==> config.mk <==
export PLATFORM = sky130hd
export DESIGN_NAME = io_bus_ctrl
export DESIGN_NICKNAME = d
export VERILOG_FILES = /design/src/rtl/io_bus_pkg.sv /design/src/rtl/io_wait_timer.sv /design/src/rtl/io_bus_ctrl.sv
export SDC_FILE = /design/constraint.sdc
export NUM_CORES = 1
export LEC_CHECK = 0
export CAP_MARGIN = 0
export CORE_MARGIN = 4
export CORE_UTILIZATION = 37
export DETAILED_ROUTE_END_ITERATION = 8
export GPL_TIMING_DRIVEN = 0
export HOLD_SLACK_MARGIN = 0.1
export PLACE_DENSITY = 0.79
export SLEW_MARGIN = 30
export SYNTH_ARGS = -nofsm -noshare
export SYNTH_HDL_FRONTEND = slang
export SYNTH_HIERARCHICAL = 1
export SYNTH_SLANG_ARGS = --single-unit
==> constraint.sdc <==
create_clock -name clk -period 1.7 [get_ports clk]
set_clock_uncertainty 0.2 [all_clocks]
set_input_delay 0.34 -clock clk [delete_from_list [all_inputs] [get_ports clk]]
set_output_delay 0.34 -clock clk [all_outputs]
set_load 0.1 [all_outputs]
==> src/rtl/io_bus_pkg.sv <==
// Shared types and default widths for the IO bus controller and its wait timer.
package io_bus_pkg;

    typedef enum logic [1:0] {
        IDLE = 2'd0,
        WR   = 2'd1,
        RD   = 2'd2
    } io_state_t;

    localparam int DEF_DATA_W  = 16;
    localparam int DEF_ADDR_W  = 8;
    localparam int DEF_BUS_W   = 16;
    localparam int DEF_TIMEOUT = 255;

endpackage

==> src/rtl/io_wait_timer.sv <==
// Clear/enable wait counter; expired is high while the count sits at TIMEOUT-1.
module io_wait_timer
    import io_bus_pkg::*;
#(
    parameter int TIMEOUT = DEF_TIMEOUT
) (
    input  logic clk,
    input  logic rst,
    input  logic clear,
    input  logic en,
    output logic expired
);

    localparam int CW = $clog2(TIMEOUT + 1);
    localparam logic [CW-1:0] LAST = CW'(TIMEOUT - 1);

    logic [CW-1:0] count;

    always_ff @(posedge clk or posedge rst) begin
        if (rst) begin
            count <= '0;
        end else if (clear) begin
            count <= '0;
        end else if (en && (count != LAST)) begin
            count <= count + 1'b1;
        end
    end

    assign expired = (count == LAST);

endmodule

==> src/rtl/io_bus_ctrl.sv <==
// IO address/write-data registers plus a strobe/ack transaction sequencer with timeout.
// Optional build macro IO_BUS_CTRL_AUTOINC_EN: post-increment io_addr after each acked transaction.
module io_bus_ctrl
    import io_bus_pkg::*;
#(
    parameter int DATA_W  = DEF_DATA_W,
    parameter int ADDR_W  = DEF_ADDR_W,
    parameter int BUS_W   = DEF_BUS_W,
    parameter int TIMEOUT = DEF_TIMEOUT
) (
    input  logic              clk,
    input  logic              rst,
    input  logic [BUS_W-1:0]  data_bus,
    input  logic              data_we,
    input  logic [BUS_W-1:0]  addrs_bus,
    input  logic              addrs_we,
    input  logic [BUS_W-1:0]  addrs_sec_bus,
    input  logic              addrs_sec_we,
    input  logic              start_wr,
    input  logic              start_rd,
    input  logic              io_ack,
    input  logic [DATA_W-1:0] io_rdata,
    output logic [DATA_W-1:0] io_data,
    output logic [ADDR_W-1:0] io_addr,
    output logic              io_wr_stb,
    output logic              io_rd_stb,
    output logic              busy,
    output logic [DATA_W-1:0] rd_data,
    output logic              rd_valid,
    output logic              timeout_err
);

    io_state_t state;
    logic      expired;

    // Only the low bits of the CPU buses are used.
    logic unused_bus_bits;
    assign unused_bus_bits = ^{data_bus, addrs_bus, addrs_sec_bus};

    io_wait_timer #(
        .TIMEOUT (TIMEOUT)
    ) u_timer (
        .clk     (clk),
        .rst     (rst),
        .clear   (state == IDLE),
        .en      ((state != IDLE) && !io_ack),
        .expired (expired)
    );

    always_ff @(posedge clk or posedge rst) begin
        if (rst) begin
            state       <= IDLE;
            io_data     <= '0;
            io_addr     <= '0;
            io_wr_stb   <= 1'b0;
            io_rd_stb   <= 1'b0;
            busy        <= 1'b0;
            rd_data     <= '0;
            rd_valid    <= 1'b0;
            timeout_err <= 1'b0;
        end else begin
            rd_valid <= 1'b0;
            case (state)
                IDLE: begin
                    // Loads are only taken while idle; secondary address source has priority.
                    if (addrs_sec_we) begin
                        io_addr <= addrs_sec_bus[ADDR_W-1:0];
                    end else if (addrs_we) begin
                        io_addr <= addrs_bus[ADDR_W-1:0];
                    end
                    if (data_we) begin
                        io_data <= data_bus[DATA_W-1:0];
                    end
                    if (start_wr) begin
                        state       <= WR;
                        io_wr_stb   <= 1'b1;
                        busy        <= 1'b1;
                        timeout_err <= 1'b0;
                    end else if (start_rd) begin
                        state       <= RD;
                        io_rd_stb   <= 1'b1;
                        busy        <= 1'b1;
                        timeout_err <= 1'b0;
                    end
                end
                WR, RD: begin
                    // Ack is checked before expiry so an ack on the last cycle still succeeds.
                    if (io_ack) begin
                        state     <= IDLE;
                        io_wr_stb <= 1'b0;
                        io_rd_stb <= 1'b0;
                        busy      <= 1'b0;
                        if (state == RD) begin
                            rd_data  <= io_rdata;
                            rd_valid <= 1'b1;
                        end
`ifdef IO_BUS_CTRL_AUTOINC_EN
                        io_addr <= io_addr + 1'b1;
`else
                        io_addr <= io_addr;
`endif
                    end else if (expired) begin
                        state       <= IDLE;
                        io_wr_stb   <= 1'b0;
                        io_rd_stb   <= 1'b0;
                        busy        <= 1'b0;
                        timeout_err <= 1'b1;
                    end
                end
                default: begin
                    state     <= IDLE;
                    io_wr_stb <= 1'b0;
                    io_rd_stb <= 1'b0;
                    busy      <= 1'b0;
                end
            endcase
        end
    end

endmodule

* After elaboration in Yosys (flattened, before gate mapping) *
Index checks and enable logic that the tools add are counted.

storage, ports and cells
  flip-flop bits (word level) = 55
  latch bits = 0
  memory bits (writable) = 0
  ROM bits = 0
  input bits = 72
  output and inout port bits = 45
  word-level logic and storage cells = 64
  memories kept = 0

operators by class
  $add $sub $neg = 1
  multipliers = 0
  divide/modulo/power cells = 0
  magnitude comparators = 0
  equality and inequality tests = 11
  shifts and indexed selects = 0
  multiplexer cells = 26
  bitwise operators = 0
  reduce and logical (&&, ||, !) cells = 16

operator list
  kind                   count
  $mux W8                4
  $mux W1                13
  $ne A2 B2 Y1 const B   5
  $add A8 B1 Y8 const B  1
  $eq A8 B8 Y1 const B   1
  $mux W2                4
  $ne A8 B8 Y1 const B   1
  $pmux W1 S2            4
  $reduce_and A2 Y1      4
  $reduce_bool A2 Y1     4
  $ne A3 B3 Y1 const B   2
  $reduce_and A3 Y1      2
  $pmux W2 S2            1
  $reduce_and A4 Y1      1
  $eq A2 B1 Y1 const B   1
  $eq A2 B2 Y1 const B   1
  $logic_and A1 B1 Y1    2
  $logic_not A2 Y1       1
  $reduce_or A2 Y1       1
  $logic_not A1 Y1       1

* Logic depth before layout (Yosys ltp) *
  depth in word-level cells = 5
  depth in mapped cells = 8
  mapped depth without buffers = 7

* Cells and area by module *
Netlist, hierarchy kept.

modules (own cells, without submodules)
  module         instances  cells an instance  area an instance (um^2)  sequential area each (um^2)
  io_bus_ctrl    1          147                1959.4                   1176.1
  io_wait_timer  1          52                 500.5                    200.2

* Least setup slack after synthesis *
Ideal clock, no wire load.

  path type = flip-flop to flip-flop
  from = reg u_timer.count[0]
  to = reg state[0]
  library setup time = 0.122 ns
  data arrival time = 1.540 ns
  data required time = 1.378 ns
  slack = -0.162 ns
  stages on the path, launching flop included = 8
  buffers on the path = 1
  period minus slack after synthesis = 1.862 ns
  cell sequence = dfrtp_1 inv_1 ha_1 nand2_1 nor3_2 or3b_1 buf_6 a32o_1

between the ends
  word-level cells in the longest chain between the ends = 3

ends and longest elaborated chain
  item                         line                 text
  start, declared              io_wait_timer.sv:17  logic [CW-1:0] count;
  start signal, assigned       io_wait_timer.sv:25  count <= count + 1'b1;
  $eq A8 B8 Y1                 io_wait_timer.sv:29  assign expired = (count == LAST);
  via expired                  io_bus_ctrl.sv:34    logic expired;
  $ne A3 B3 Y1 (no line)       -
  $reduce_and A2 Y1 (no line)  -
  end signal, assigned         io_bus_ctrl.sv:52    state <= IDLE;
  end signal, assigned         io_bus_ctrl.sv:75    state <= WR;
  end signal, assigned         io_bus_ctrl.sv:80    state <= RD;
  end, declared                io_bus_ctrl.sv:33    io_state_t state;

The timed path passes the listed nets, and every way through them passes these cells.
A chain may end at the register's enable or synchronous reset.

* Final worst setup path *
  from = reg state[1]
  to = reg state[0]

between the ends
  word-level cells in the longest chain between the ends = 4
  elaborated cells on any way between the ends = 8
  classes of those cells = eq/ne: 4; mux: 1; reduce/logical: 3

ends and longest elaborated chain
  item                                                 line               text
  $eq A2 B2 Y1 / $eq A2 B1 Y1 (equally long branches)  io_bus_ctrl.sv:63  case (state)
  $reduce_or A2 Y1                                     io_bus_ctrl.sv:63
  $ne A3 B3 Y1 (no line)                               -
  $reduce_and A2 Y1 (no line)                          -

Parallel ways exist; a longest one is shown, timed or not.

==> metrics.txt <==
final worst setup slack -0.120 ns; post-synthesis compound-gate area fraction around an eighth; cell taking the most area after synthesis dfrtp_1; mapped cell area about 2500 um2; Post-synth ARST share between 90% and 100%; Nets between 400 and 500; Arr. time, crit path approximately 1.8 ns; design area roughly 3700 um2; ANT nets after route 0; Avg Inst Size Synth roughly 12 um2; Clock transition at path regs approximately 0.1 ns; Post-Place Setup Slack -0.392 ns; worst skew pair latency around 0.3 ns; Post-Syn Instances between 150 and 200; setup violators final 9; Post-synth EDFFs 0; Critical Path RT 1.70 ns; CP max stage delay around 0.43 ns; WL final between 6000 and 7000 um; io pins around 120; post-synthesis simple-gate area fraction about 9.8%; Cell Count, Final, Fillers Out 402; Netlist cell types between 40 and 50; DP Area ~3600 um2; Vias/cell about 5; Initial Utilization 38.5%; TritonCTS buffer count 5; outcome finished, violations left; 1st-iter DRT viols 39; CTS tree yes; core area between 6000 and 7000 um2; Layout area overhead 51.6%; layout cells sized above 1 approximately 44%; Synth Area in XOR/XNOR 0%; cells on worst reg2reg path 5; r2r setup slk -0.12 ns; Primary FF master, synth dfrtp_1; CP Capture Type register; Achievable Freq 549 MHz; die area around 8000 um2; Worst Tran Pin Value between 0.5 and 0.6 ns; RSZ-0062 raised after global routing yes; crit-path cells inv_2 -> ha_4 -> or3b_4 -> buf_6 -> a32o_1; global-route wire length before repair between 9000 and 10000 um; crit share post-route 107%; #FFs+latches synth 55; synth warn 6; Die W 89.5 um; routed length per instance roughly 15 um; Critical Path Slowest Stage Cell dfrtp_1; GRT Residual Overflow 0; Worst Hold Class primary input to asynchronous set/reset pin; adder-cell area share of the yosys netlist roughly 2.5%; critical path class register to register; max-slew violations 0; CP Launch Type register; H-tree depth 2; largest family of logic cells by synthesized area multiplexers; largest net degree at the start of global routing between 40 and 50; clock buffer depth 2; Die Span Y 89.5 um; Storage cell area roughly 1400 um2; failing checks setup timing; vias post-DR around 2.0k; Clock Tree Root clkbuf_8; clock sink count between 50 and 60; First-pass DRT Iterations 4; drt drc 0; Fin. Hold Viols 0; IO buf count between 90 and 100; min Tclk post-route ~1.8 ns; DPL Wire Length 4330 um; GRT Util Overall approximately 15%; Antenna diodes 0; Inst Count DP about 380; vias in the first global route 2026; worst hold slack about 0.17 ns; Filler cells 559; routability congestion estimate around 0.8; Max-Cap Viols 0; register area share after synthesis a little under three fifths; Rel. slew slack approximately three fifths; Syn Nets approximately 280; Multi-input gate area ~1100 um2; mux cell area share after synthesis 15.7%; RR Endpoint state[0]; initial antenna violation count 0; CP Max Fanout 5; top cell type's share of synthesized area a little under three fifths; num rows 29; synth top area cells dfrtp_1 (56%), mux2_2 (15%), a22o_1 (2.8%), a21oi_1 (2.6%), ha_1 (2.5%); R2R Path Start state[1]; Hold-fix buffers, CTS 0
per-layer routing:
metal	vias to the layer above	wire length, um	GRT usage (%)
met2	74	3060	28.0
li1	964	-	-
met3	6	478	3.78
met4	0	60	4.47
met5	-	0	0
met1	975	2500	17.9
cells in the final DEF, fill, tap and decap left out, drive strengths merged, types with 4 or more instances in the layout:
cell type	synthesis	layout
a21oi	14	14
nand3b	4	4
nor2	5	5
a22o	8	8
ha	5	5
o22ai	4	4
clkdlybuf4s50	0	54
mux2	33	33
nand2	18	18
inv	10	10
dfrtp	55	55
nor3	5	5
buf	8	66
clkbuf	1	13
critical path: cells and delay by family, from the launching register on:
kind,cells,cell delay [ns]
adder cells (fa/ha/maj),1,0.27
buffers and inverters,2,0.22
AO/OA/AOI/OAI,1,0.22
AND/OR/NAND/NOR,1,0.38
flip-flops,1,0.43
synth_stat cells, types with 2 or more instances:
library cell  instances
dfrtp_1              55
mux2_2               32
nand2_1              16
a21oi_1              13
inv_1                10
a22o_1                8
ha_1                  5
nor2_1                5
buf_2                 4
nand3b_1              4
nor3_1                4
o22ai_1               4
and3_1                3
nand3_1               3
a211oi_1              2
a311oi_1              2
a31oi_1               2
buf_6                 2
nand2_2               2
o21ai_0               2
registers in the layout, summed over array words and instances (netlist names), 2 cells and up:
register	flops
rd_data	16
io_data	16
io_addr	8
u_timer/count	8
state	2
worst max-delay path by stage:
stage                     start               end  slack (ns)  cells past startpoint
2_1_floorplan  u_timer/count[0]          state[0]       -0.06                      7
3_3_place_gp                rst       rd_data[12]       -0.98                      2
3_5_place_dp             io_ack  u_timer/count[7]       -0.39                      6
4_1_cts                state[1]          state[0]       -0.07                      5
5_1_grt                state[1]          state[0]       -0.18                      5
6_report               state[1]          state[0]       -0.12                      5
final cells by class:
cell class,instances,share of cell area (%)
Clock inverter,2,0.335
Multi-Input combinational cell,125,29.9
Inverter,10,1.07
Buffer,9,2.18
Clock buffer,6,1.95
Timing Repair Buffer,118,25.0
Sequential cell,55,37.0
Tap cell,77,2.58
stage by stage:
| step | utilization, % | setup TNS (ns) |
|---|---|---|
| after floorplan | - | -0.168 |
| after global placement | 55.7 | -67.22 |
| after detailed placement | 55.8 | -21.89 |
| after CTS | 55.9 | -0.208 |
| after global routing | 58.4 | -1.71 |
| final | 58.4 | -0.573 |
cells by family (layout without fill, tap and decap cells):
family / Yosys count / in the layout
flops: 55 / 55
mux: 34 / 34
fa+ha+maj: 5 / 5
buf+inv: 19 / 145
compound gates: 41 / 41
simple gates: 45 / 45
repair_timing:
| item | 4_1_cts | 5_1_grt |
|---|---|---|
| gates resized for setup | 249 | 16 |
| setup endpoints to repair | 83 | 38 |
| gates cloned | 0 | 2 |
| pin swaps | 4 | 5 |
| buffers inserted | 6 | 11 |
Power is not shown: default switching activity piles up to over one toggle a cycle in this logic, so the estimate is an artifact.
